--- config.mk ---
export PLATFORM = sky130hd
export DESIGN_NAME = cpc_bus_initiator
export DESIGN_NICKNAME = d
export VERILOG_FILES = /design/src/rtl/cpc_bus_initiator.sv
export SDC_FILE = /design/constraint.sdc
export NUM_CORES = 1
export LEC_CHECK = 0
export CORE_MARGIN = 2
export CORE_UTILIZATION = 38
export DETAILED_ROUTE_END_ITERATION = 10
export PLACE_DENSITY = 0.75
export SLEW_MARGIN = 25
export SYNTH_ARGS = -nofsm -noshare
export SYNTH_HDL_FRONTEND = slang
export SYNTH_SLANG_ARGS = --single-unit
--- constraint.sdc ---
create_clock -name CLK -period 1.6 [get_ports CLK]
set_input_delay 0.32 -clock CLK [delete_from_list [all_inputs] [get_ports CLK]]
set_output_delay 0.32 -clock CLK [all_outputs]
set_load 0.05 [all_outputs]
--- src/rtl/cpc_bus_initiator.sv ---
// cpc_bus_initiator: Z80-style CPC expansion-bus master.
// Turns single-beat host commands (MEMRD, MEMWR, IOWR, BANKSEL) into legal
// T1/T2/TW/T3 bus cycles and keeps a shadow copy of the last bank configuration.
// Ports:
//   CLK, RESET_B                 clock, async active-low reset
//   req_valid/req_ready          host command handshake (ready only when idle)
//   req_cmd/req_addr/req_wdata   command, bus address, write data
//   rsp_valid/rsp_rdata          completion pulse, last MEMRD data
//   bank_cfg                     shadow of last BANKSEL configuration
//   A, D_out, D_oe, D_in         address and data bus
//   MREQ_B, IOREQ_B, RD_B, WR_B  active-low bus strobes
//   M1_B, RFSH_B                 tied inactive
//   READY                        bus wait request (0 extends the cycle)
module cpc_bus_initiator #(
  parameter logic [7:0]  BANK_PORT_HI = 8'h7F,
  parameter int unsigned MEM_WAITS    = 0,
  parameter int unsigned IO_WAITS     = 1
) (
  input  logic        CLK,
  input  logic        RESET_B,
  input  logic        req_valid,
  output logic        req_ready,
  input  logic [1:0]  req_cmd,
  input  logic [15:0] req_addr,
  input  logic [7:0]  req_wdata,
  output logic        rsp_valid,
  output logic [7:0]  rsp_rdata,
  output logic [5:0]  bank_cfg,
  output logic [15:0] A,
  output logic [7:0]  D_out,
  output logic        D_oe,
  input  logic [7:0]  D_in,
  output logic        MREQ_B,
  output logic        IOREQ_B,
  output logic        RD_B,
  output logic        WR_B,
  output logic        M1_B,
  output logic        RFSH_B,
  input  logic        READY
);

  localparam int unsigned WCNT_W = 2;
  localparam logic [1:0]  CMD_MEMRD   = 2'b00;
  localparam logic [1:0]  CMD_BANKSEL = 2'b11;

  typedef enum logic [2:0] {
    S_IDLE = 3'd0,
    S_T1   = 3'd1,
    S_T2   = 3'd2,
    S_TW   = 3'd3,
    S_T3   = 3'd4
  } state_e;

  state_e              state_q, state_d;
  logic                is_mem_q, is_mem_d;
  logic                is_rd_q, is_rd_d;
  logic                is_bank_q, is_bank_d;
  logic [WCNT_W-1:0]   wcnt_q, wcnt_d;
  logic [15:0]         a_q, a_d;
  logic [7:0]          d_out_q, d_out_d;
  logic                d_oe_q, d_oe_d;
  logic                mreq_b_q, mreq_b_d;
  logic                ioreq_b_q, ioreq_b_d;
  logic                rd_b_q, rd_b_d;
  logic                wr_b_q, wr_b_d;
  logic                req_ready_q, req_ready_d;
  logic                rsp_valid_q, rsp_valid_d;
  logic [7:0]          rsp_rdata_q, rsp_rdata_d;
  logic [5:0]          bank_cfg_q, bank_cfg_d;

  // State and registered bus/host outputs
  always_ff @(posedge CLK or negedge RESET_B) begin
    if (!RESET_B) begin
      state_q     <= S_IDLE;
      is_mem_q    <= 1'b0;
      is_rd_q     <= 1'b0;
      is_bank_q   <= 1'b0;
      wcnt_q      <= '0;
      a_q         <= 16'h0000;
      d_out_q     <= 8'h00;
      d_oe_q      <= 1'b0;
      mreq_b_q    <= 1'b1;
      ioreq_b_q   <= 1'b1;
      rd_b_q      <= 1'b1;
      wr_b_q      <= 1'b1;
      req_ready_q <= 1'b1;
      rsp_valid_q <= 1'b0;
      rsp_rdata_q <= 8'h00;
      bank_cfg_q  <= 6'h00;
    end else begin
      state_q     <= state_d;
      is_mem_q    <= is_mem_d;
      is_rd_q     <= is_rd_d;
      is_bank_q   <= is_bank_d;
      wcnt_q      <= wcnt_d;
      a_q         <= a_d;
      d_out_q     <= d_out_d;
      d_oe_q      <= d_oe_d;
      mreq_b_q    <= mreq_b_d;
      ioreq_b_q   <= ioreq_b_d;
      rd_b_q      <= rd_b_d;
      wr_b_q      <= wr_b_d;
      req_ready_q <= req_ready_d;
      rsp_valid_q <= rsp_valid_d;
      rsp_rdata_q <= rsp_rdata_d;
      bank_cfg_q  <= bank_cfg_d;
    end
  end

  // Next state; outputs are computed for the state being entered so they appear with it
  always_comb begin
    state_d     = state_q;
    is_mem_d    = is_mem_q;
    is_rd_d     = is_rd_q;
    is_bank_d   = is_bank_q;
    wcnt_d      = wcnt_q;
    a_d         = a_q;
    d_out_d     = d_out_q;
    d_oe_d      = d_oe_q;
    mreq_b_d    = mreq_b_q;
    ioreq_b_d   = ioreq_b_q;
    rd_b_d      = rd_b_q;
    wr_b_d      = wr_b_q;
    req_ready_d = req_ready_q;
    rsp_valid_d = 1'b0;
    rsp_rdata_d = rsp_rdata_q;
    bank_cfg_d  = bank_cfg_q;

    unique case (state_q)
      S_IDLE: begin
        if (req_valid) begin
          state_d     = S_T1;
          req_ready_d = 1'b0;
          is_mem_d    = ~req_cmd[1];
          is_rd_d     = (req_cmd == CMD_MEMRD);
          is_bank_d   = (req_cmd == CMD_BANKSEL);
          d_oe_d      = (req_cmd != CMD_MEMRD);
          // BANKSEL is an I/O write to the fixed bank port with the 11xxxxxx marker
          if (req_cmd == CMD_BANKSEL) begin
            a_d     = {BANK_PORT_HI, 8'hFF};
            d_out_d = {2'b11, req_wdata[5:0]};
          end else begin
            a_d = req_addr;
            if (req_cmd != CMD_MEMRD) begin
              d_out_d = req_wdata;
            end
          end
        end
      end
      S_T1: begin
        state_d   = S_T2;
        mreq_b_d  = ~is_mem_q;
        ioreq_b_d = is_mem_q;
        rd_b_d    = ~is_rd_q;
        wr_b_d    = is_rd_q;
        wcnt_d    = is_mem_q ? WCNT_W'(MEM_WAITS) : WCNT_W'(IO_WAITS);
      end
      S_T2, S_TW: begin
        // Forced waits run down first; READY low keeps extending afterwards
        if ((wcnt_q != '0) || !READY) begin
          state_d = S_TW;
          if (wcnt_q != '0) begin
            wcnt_d = wcnt_q - WCNT_W'(1);
          end
        end else begin
          state_d     = S_T3;
          mreq_b_d    = 1'b1;
          ioreq_b_d   = 1'b1;
          rd_b_d      = 1'b1;
          wr_b_d      = 1'b1;
          rsp_valid_d = 1'b1;
          if (is_rd_q) begin
            rsp_rdata_d = D_in;
          end
          if (is_bank_q) begin
            bank_cfg_d = d_out_q[5:0];
          end
        end
      end
      S_T3: begin
        state_d     = S_IDLE;
        d_oe_d      = 1'b0;
        req_ready_d = 1'b1;
      end
      default: begin
        state_d     = S_IDLE;
        req_ready_d = 1'b1;
      end
    endcase
  end

  assign req_ready = req_ready_q;
  assign rsp_valid = rsp_valid_q;
  assign rsp_rdata = rsp_rdata_q;
  assign bank_cfg  = bank_cfg_q;
  assign A         = a_q;
  assign D_out     = d_out_q;
  assign D_oe      = d_oe_q;
  assign MREQ_B    = mreq_b_q;
  assign IOREQ_B   = ioreq_b_q;
  assign RD_B      = rd_b_q;
  assign WR_B      = wr_b_q;
  assign M1_B      = 1'b1;
  assign RFSH_B    = 1'b1;

endmodule

-- Yosys cells after proc, flatten, opt, wreduce, memory -nomap -nowiden
Index checks and enable logic that the tools add are counted.
- word-level logic and storage cells: 71
- flip-flop bits (word level): 53
- eq/ne operators: 9
- reduce and logical (&&, ||, !) cells: 19
- add/sub/neg operators: 1
- muxes and demuxes: 21
- bitwise logic cells: 5
- operators with widths (kind ; number):
    16-bit two-way mux ; 1
    8-bit two-way mux ; 2
    1-bit one-hot mux with 2 select lines ; 6
    3-bit AND reduction ; 4
    2-bit nonzero test ; 5
    3-bit one-hot mux with 3 select lines ; 1
    2-bit != test, second input constant ; 4
    2-bit AND reduction ; 4
    3-bit by 2-bit == test with 1-bit output, second input constant ; 2
    1-bit two-way mux ; 6
    3-bit two-way mux ; 2
    1-bit NOT ; 5
    2-bit two-way mux ; 2
    2-bit one-hot mux with 2 select lines ; 1
    3-bit by 1-bit == test with 1-bit output, second input constant ; 1
    3-bit == test, second input constant ; 1
    3-bit logical NOT ; 1
    3-bit OR reduction ; 1
    2-bit == test, second input constant ; 1
    2-bit logical NOT ; 1
    2-bit OR reduction ; 1
    2-bit by 1-bit subtractor with 2-bit output, second input constant ; 1
    1-bit logical NOT ; 1
    1-bit logical OR ; 1

-- Longest topological paths before layout
Gate-level depths: netlist of run 1.
- depth after elaboration: 4
- depth in mapped cells: 6

-- Worst setup path after synthesis of run 1
No wires, ideal clock.
- path type: register to register
- start point: reg state_q[1]
- end point: reg d_out_q[0], in the netlist D_out[0]
- setup slack: -0.127 ns
- data required time: 1.475 ns
- data arrival time: 1.602 ns
- period minus slack after synthesis: 1.727 ns
- stages on the path, launching flop included: 6
- path through: dfrtp_1 buf_6 or4b_1 buf_2 nor2_8 mux2_2
- word-level cells in the longest chain between the ends: 2
- RTL lines (item ; line ; text):
    start, declared ; 54 ; state_e state_q, state_d;
    start signal, assigned ; 91 ; state_q <= state_d;
    3-bit logical NOT ; 129 ; unique case (state_q)
    3-bit AND reduction (no line) ; n/a ;
    end signal, assigned ; 97 ; d_out_q <= d_out_d;
    end, declared ; 60 ; logic [7:0] d_out_q, d_out_d;
No other way between the ends.
A chain may end at the register's enable or synchronous reset.

-- Worst setup path after layout of run 1
- start point: reg state_q[0]
- end point: reg d_out_q[6], in the netlist D_out[6]
Same word-level chain as after synthesis.

==> flow_summary_export.csv, run 1 <==
group,metric,value,unit
synth,yosysUniqueCellTypes,31,
setup_path,crit_chain,"or4b_4, nor2_4, mux2_2",
clock_network,path_clk_slew,0.10,ns
placed_design,place_congestion,0.8563,
setup_path,path_max_fanout,4,
sta,post-route-period-util,101.3,%
finish,multi_input_area,735.7,um2
clock_network,clk_latency,0.30,ns
setup_path,endpoint,"D_out[6]",
power_and_ir_drop,p_clk_share,11.3,%
global_routing,grt_use_total,16.48,%
floorplanning,die_y,77.69,um
sta,slew_headroom,65.90,%
finish,drive_gt1_share,41.94,%
floorplanning,rows,26,
sta,hold_viol,0,
sta,tightest_slew,0.5097,ns
setup_path,cp-start-kind,"flip-flop",
floorplanning,initial_core_util,39.89,%
sta,finClkSkew,0.009981,ns
synth,synth-seq-area-share,64.58,%
finish,fin_area,3193,um2
detailed_routing,drt-vias-per-instance,4.767,
synth,syn_area,2063,um2
synth,synthArstFlopShare,100.0,%
detailed_routing,drt_iter0_markers,90,
floorplanning,pin_count,85,
global_routing,antenna_found_initial,0,
synth,yosysWarningCount,0,
detailed_routing,drc,0,
clock_network,clock_sinks,53,
setup_path,rr_startpoint,"state_q[0]",
power_and_ir_drop,leakage,1.436,nW
floorplanning,die_area,6035,um2
sta,period_needed,1.620,ns
floorplanning,die_w,77.69,um
clock_network,clock_path_buffers,2,
global_routing,grt_pass1_wl,7803,um
setup_path,rrSetupSlack,-0.02,ns
sta,setup_ws,-0.02010,ns
setup_path,critPathSlowestCell,"or4b_4",
sta,max_clock_freq,617.2,MHz
placed_design,portBuffers,82,
sta,holdWs,0.4736,ns
global_routing,grt_max_degree,39,
clock_network,cts-root-buf,"clkbuf_8",
synth,ys_ff_latch,53,
outcome,violations,"setup timing",
sta,maxSlewViolCount,0,
synth,postSynthCellCount,147,
outcome,status,"complete, but fails checks",
placed_design,hpwl,3282,um
global_routing,grt_pass1_vias,1566,
power_and_ir_drop,power_switching,3.605,mW
setup_path,crit-reg2reg-capture,"D_out[6]",
power_and_ir_drop,p_total,7.852,mW
sta,rsz0062_at_grt,"true",
job,drv_cap,0,
placed_design,postPlaceCellArea,2988,um2
finish,final_common_cell,"buf_4",
finish,register_area,1333,um2
clock_network,cts_inserted_buffers,5,
setup_path,cp.required,1.80,ns
setup_path,crit_arrival,1.82,ns
finish,nets,286,
worst_hold_path,hold_path.class,"in -> async",
power_and_ir_drop,power_density,2459,nW/um2
detailed_routing,route.final.wire_length,4647,um
detailed_routing,wl_per_cell,14.61,um
power_and_ir_drop,switching_share,45.91,%
setup_path,crit_type,"reg -> reg",
floorplanning,core_region_area,5172,um2
global_routing,grt_overflow,0,
power_and_ir_drop,peakVddDrop,1459,uV
power_and_ir_drop,p_int,4.247,mW
finish,diodes,0,
setup_path,critPathCaptureType,"flip-flop",
finish,syn2layout_area_growth,54.76,%
finish,final_cell_mix,"buf_4 (52), dfrtp_1 (48), clkdlybuf4s50_1 (35)",
detailed_routing,route.vias.total,1516,
sta,setup_viol,3,
finish,num-fill-cells,424,
power_and_ir_drop,pwr-share-comb,57.9,%
power_and_ir_drop,p_seq_share,30.8,%
synth,synth_edf_count,0,
setup_path,critPathLaunch,"state_q[0]",
setup_path,r2r_cells,3,
synth,synth_ff_type,"dfrtp_1",
clock_network,htreeDepth,2,
placed_design,post-place-ws,-0.4805,ns
detailed_routing,drtPass1Iterations,4,
setup_path,max_stage_delay,0.61,ns
detailed_routing,postRouteAntennaNets,0,
synth,synth_area_per_cell,14.04,um2
clock_network,cts_tree,"yes",
[Yosys cell counts (2+ instances only)]
| master | number | area, um2 |
|---|---|---|
| a21oi_1 | 3 | 15.01 |
| a2bb2oi_1 | 2 | 17.52 |
| and4b_1 | 2 | 20.02 |
| buf_2 | 3 | 15.01 |
| buf_4 | 2 | 15.01 |
| clkbuf_1 | 2 | 7.510 |
| dfrtp_1 | 48 | 1201 |
| dfstp_2 | 5 | 131.4 |
| inv_1 | 3 | 11.26 |
| mux2_2 | 22 | 247.7 |
| nand2_1 | 8 | 30.03 |
| nand2b_1 | 3 | 18.77 |
| nand3_1 | 2 | 10.01 |
| nor2_1 | 7 | 26.28 |
| o21ai_0 | 3 | 15.01 |
| o22a_1 | 15 | 131.4 |
| o32a_1 | 3 | 30.03 |
[how the worst min path moves through the flow]
stage                     slack [ns]  cells past startpoint         to
after floorplan                 0.02                      0       A[0]
after global placement          0.27                      1  wcnt_q[1]
after detailed placement        0.27                      1  wcnt_q[1]
after CTS                       0.48                      2       A[4]
after global routing            0.49                      2  wcnt_q[1]
final                           0.47                      2       A[4]
[logic make-up after synthesis]
group           synth area share, %
buf+inv                       2.910
compound gates                11.89
flops                         64.58
simple gates                  7.824
other cells                  0.1818
fa+ha+maj                    0.6063
mux                           12.01
[state kept, by name, summed over array words and instances, names as in the netlist, 2 cells and up]
register	count
D_out	8
state_q	3
A	16
rsp_rdata	8
bank_cfg	6
wcnt_q	2
[metal layers]
metal | GRT usage (%) | routed length [um] | up-vias
li1 | - | - | 729
met1 | 21.33 | 1993 | 736
met2 | 26.03 | 2291 | 49
met3 | 6.628 | 345 | 2
met4 | 3.750 | 17 | 0
met5 | 0 | 0 | -
[power by group through the flow]
stage	registers [mW]	logic (mW)	clock network, mW
5_1_grt	2.52	4.78	0.984
3_3_place_gp	2.42	4.36	0
6_report	2.42	4.55	0.885
2_1_floorplan	4.25	1.08	0
4_1_cts	2.42	4.49	0.916
3_5_place_dp	2.43	4.43	0
[worst max-delay path: cells and delay by family (launching register included)]
family        cells  cell delay [ns]
mux               1             0.34
flops             1             0.40
simple gates      2             0.79
[repair_timing]
action	4_1_cts	5_1_grt
hold buffers	1	0
gates resized for setup	4	12
cloned	1	0
hold endpoints to repair	14	0
setup endpoints to repair	14	33
setup buffers	2	1
pin swaps	3	2
[per-stage QoR]
step | util (%) | instances | TNS, ns
floorplan | - | 148 | -0.8098
global placement | 57.76 | 305 | -7.228
detailed placement | 57.76 | 305 | -7.804
CTS | 60.72 | 317 | -0.09418
global route | 61.73 | 318 | -0.4991
finish | 61.73 | 318 | -0.04358
[layout make-up]
| cell class | count | area share (%) |
|---|---|---|
| Sequential cell | 53 | 41.73 |
| Timing Repair Buffer | 99 | 28.76 |
| Multi-Input combinational cell | 85 | 23.04 |
| Tap cell | 70 | 2.743 |
| Clock buffer | 6 | 2.273 |
| Clock inverter | 2 | 1.097 |
| Inverter | 3 | 0.3527 |
No activity file was read; power rests on OpenSTA's default activity.
==> inputs of run 2 (changes only) <==
Settings changed: CORE_MARGIN 2 to unset, HOLD_SLACK_MARGIN set to 0.06.
==> flow_summary_export.csv, run 2 (same netlist as run 1, synthesis figures left out) <==
group,metric,value,unit
finish,drive_gt1_share,40.41,%
floorplanning,die_w,75.69,um
floorplanning,die_area,5728,um2
floorplanning,initial_core_util,39.89,%
global_routing,gr-usage-met2,27.88,%
finish,nets,283,
placed_design,hpwl,3209,um
finish,final_common_cell,"buf_4",
finish,register_area,1333,um2
power_and_ir_drop,p_total,7.637,mW
clock_network,path_clk_slew,0.09,ns
outcome,status,"complete, but fails checks",
global_routing,grt_overflow,0,
sta,slew_headroom,64.57,%
sta,max_clock_freq,621.1,MHz
detailed_routing,drt_iter0_markers,63,
power_and_ir_drop,power_density,2439,nW/um2
sta,tightest_slew,0.5295,ns
clock_network,cts_tree,"yes",
sta,post-route-period-util,100.6,%
global_routing,grt_pass1_vias,1478,
global_routing,busiest_layer,"met2",
outcome,violations,"setup timing",
clock_network,clock_sinks,53,
clock_network,htreeDepth,2,
setup_path,cp-start-kind,"flip-flop",
global_routing,grt_max_degree,54,
sta,period_needed,1.610,ns
clock_network,cts-root-buf,"clkbuf_8",
global_routing,antenna_found_initial,0,
finish,largest_reg_flops,16,
setup_path,crit_type,"reg -> reg",
global_routing,grt_util_met1,22.38,%
setup_path,path_max_fanout,4,
detailed_routing,postRouteAntennaNets,0,
detailed_routing,drc,0,
sta,setup_viol,3,
finish,multi_input_area,730.7,um2
global_routing,met3_usage,4.365,%
floorplanning,core_region_area,5172,um2
detailed_routing,drtPass1Iterations,4,
setup_path,crit_arrival,1.81,ns
global_routing,grt_pass1_wl,7107,um
detailed_routing,wl_per_cell,14.77,um
detailed_routing,route.final.wire_length,4651,um
placed_design,place_congestion,0.8348,
floorplanning,die_y,75.69,um
job,drv_cap,0,
finish,num-fill-cells,439,
sta,rsz0062_at_grt,"true",
power_and_ir_drop,leakage,1.413,nW
sta,hold_viol,0,
sta,setup_ws,-0.01011,ns
placed_design,portBuffers,82,
clock_network,cts_inserted_buffers,5,
finish,diodes,0,
setup_path,cp.required,1.80,ns
sta,finClkSkew,0.01422,ns
detailed_routing,drt-vias-per-instance,4.819,
finish,syn2layout_area_growth,51.79,%
clock_network,clock_path_buffers,2,
finish,final_cell_mix,"buf_4 (52), dfrtp_1 (48), clkdlybuf4s50_1 (35)",
power_and_ir_drop,peakVddDrop,1271,uV
global_routing,grt_use_total,17.07,%
clock_network,clk_latency,0.31,ns
detailed_routing,route.vias.total,1518,
floorplanning,rows,26,
sta,tns,-0.02203,ns
sta,maxSlewViolCount,0,
floorplanning,pin_count,85,
setup_path,critPathCaptureType,"flip-flop",
worst_hold_path,hold_path.class,"reg -> reg",
## run 2: layout make-up
| class | count | share of cell area, % |
|---|---|---|
| tap | 70 | 2.797 |
| sequential | 53 | 42.55 |
| clock buffer | 7 | 2.437 |
| timing repair buffer | 96 | 28.25 |
| multi-input combinational | 85 | 23.33 |
| inverter | 3 | 0.3596 |
| clock inverter | 1 | 0.2797 |
## run 2: worst max-delay path: stages (launching register included)
cell and delay (ns):
dfrtp_1 0.39, or4b_4 0.61, nor2_4 0.17, mux2_2 0.34
## run 2: worst paths after layout
check | endpoint | slack (ns) | from | cells after the start
worst max-delay path | D_out[6] | -0.01 | state_q[0] | 3
worst min-delay path | MREQ_B | 0.46 | is_mem_q | 1
worst max register to register | D_out[6] | -0.01 | state_q[0] | 3
worst min register to register | MREQ_B | 0.46 | is_mem_q | 1
max in group asynchronous | req_ready | 0.78 | RESET_B | 3
min in group asynchronous | bank_cfg[3] | 0.53 | RESET_B | 3
## run 2: repair_timing
action,CTS,global route
cloned,1,0
endpoints found under the hold margin,48,0
hold buffers,1,0
resized for setup,9,3
buffers inserted,1,0
pin swaps,3,2
endpoints found under the setup margin,22,23
## run 2: stage by stage
step / setup WS, ns / cell area [um2] / std cells / utilization [%] / hold slack [ns]
after floorplan: -0.1013 / 2069 / 148 / - / 0.02441
after global placement: -0.4494 / 2980 / 304 / 57.62 / 0.3365
after detailed placement: -0.4863 / 2980 / 304 / 57.62 / 0.3382
after CTS: -0.02130 / 3120 / 315 / 60.33 / 0.4630
after global routing: -0.05511 / 3132 / 315 / 60.55 / 0.5073
final: -0.01011 / 3132 / 315 / 60.55 / 0.4613
## run 2: power breakdown
group	internal (mW)	leakage, nW	switching [mW]
Combinational	1.71	0.758	2.76
Sequential	2.02	0.612	0.414
Clock	0.314	0.0424	0.428
Total	4.04	1.41	3.60
## run 2: layer usage
layer / routed length, um / up-vias / share of wire [%]
li1: - / 720 / -
met1: 2079 / 737 / 45
met2: 2282 / 54 / 49
met3: 217 / 7 / 4.7
met4: 71 / 0 / 1.5
met5: 0 / - / 0
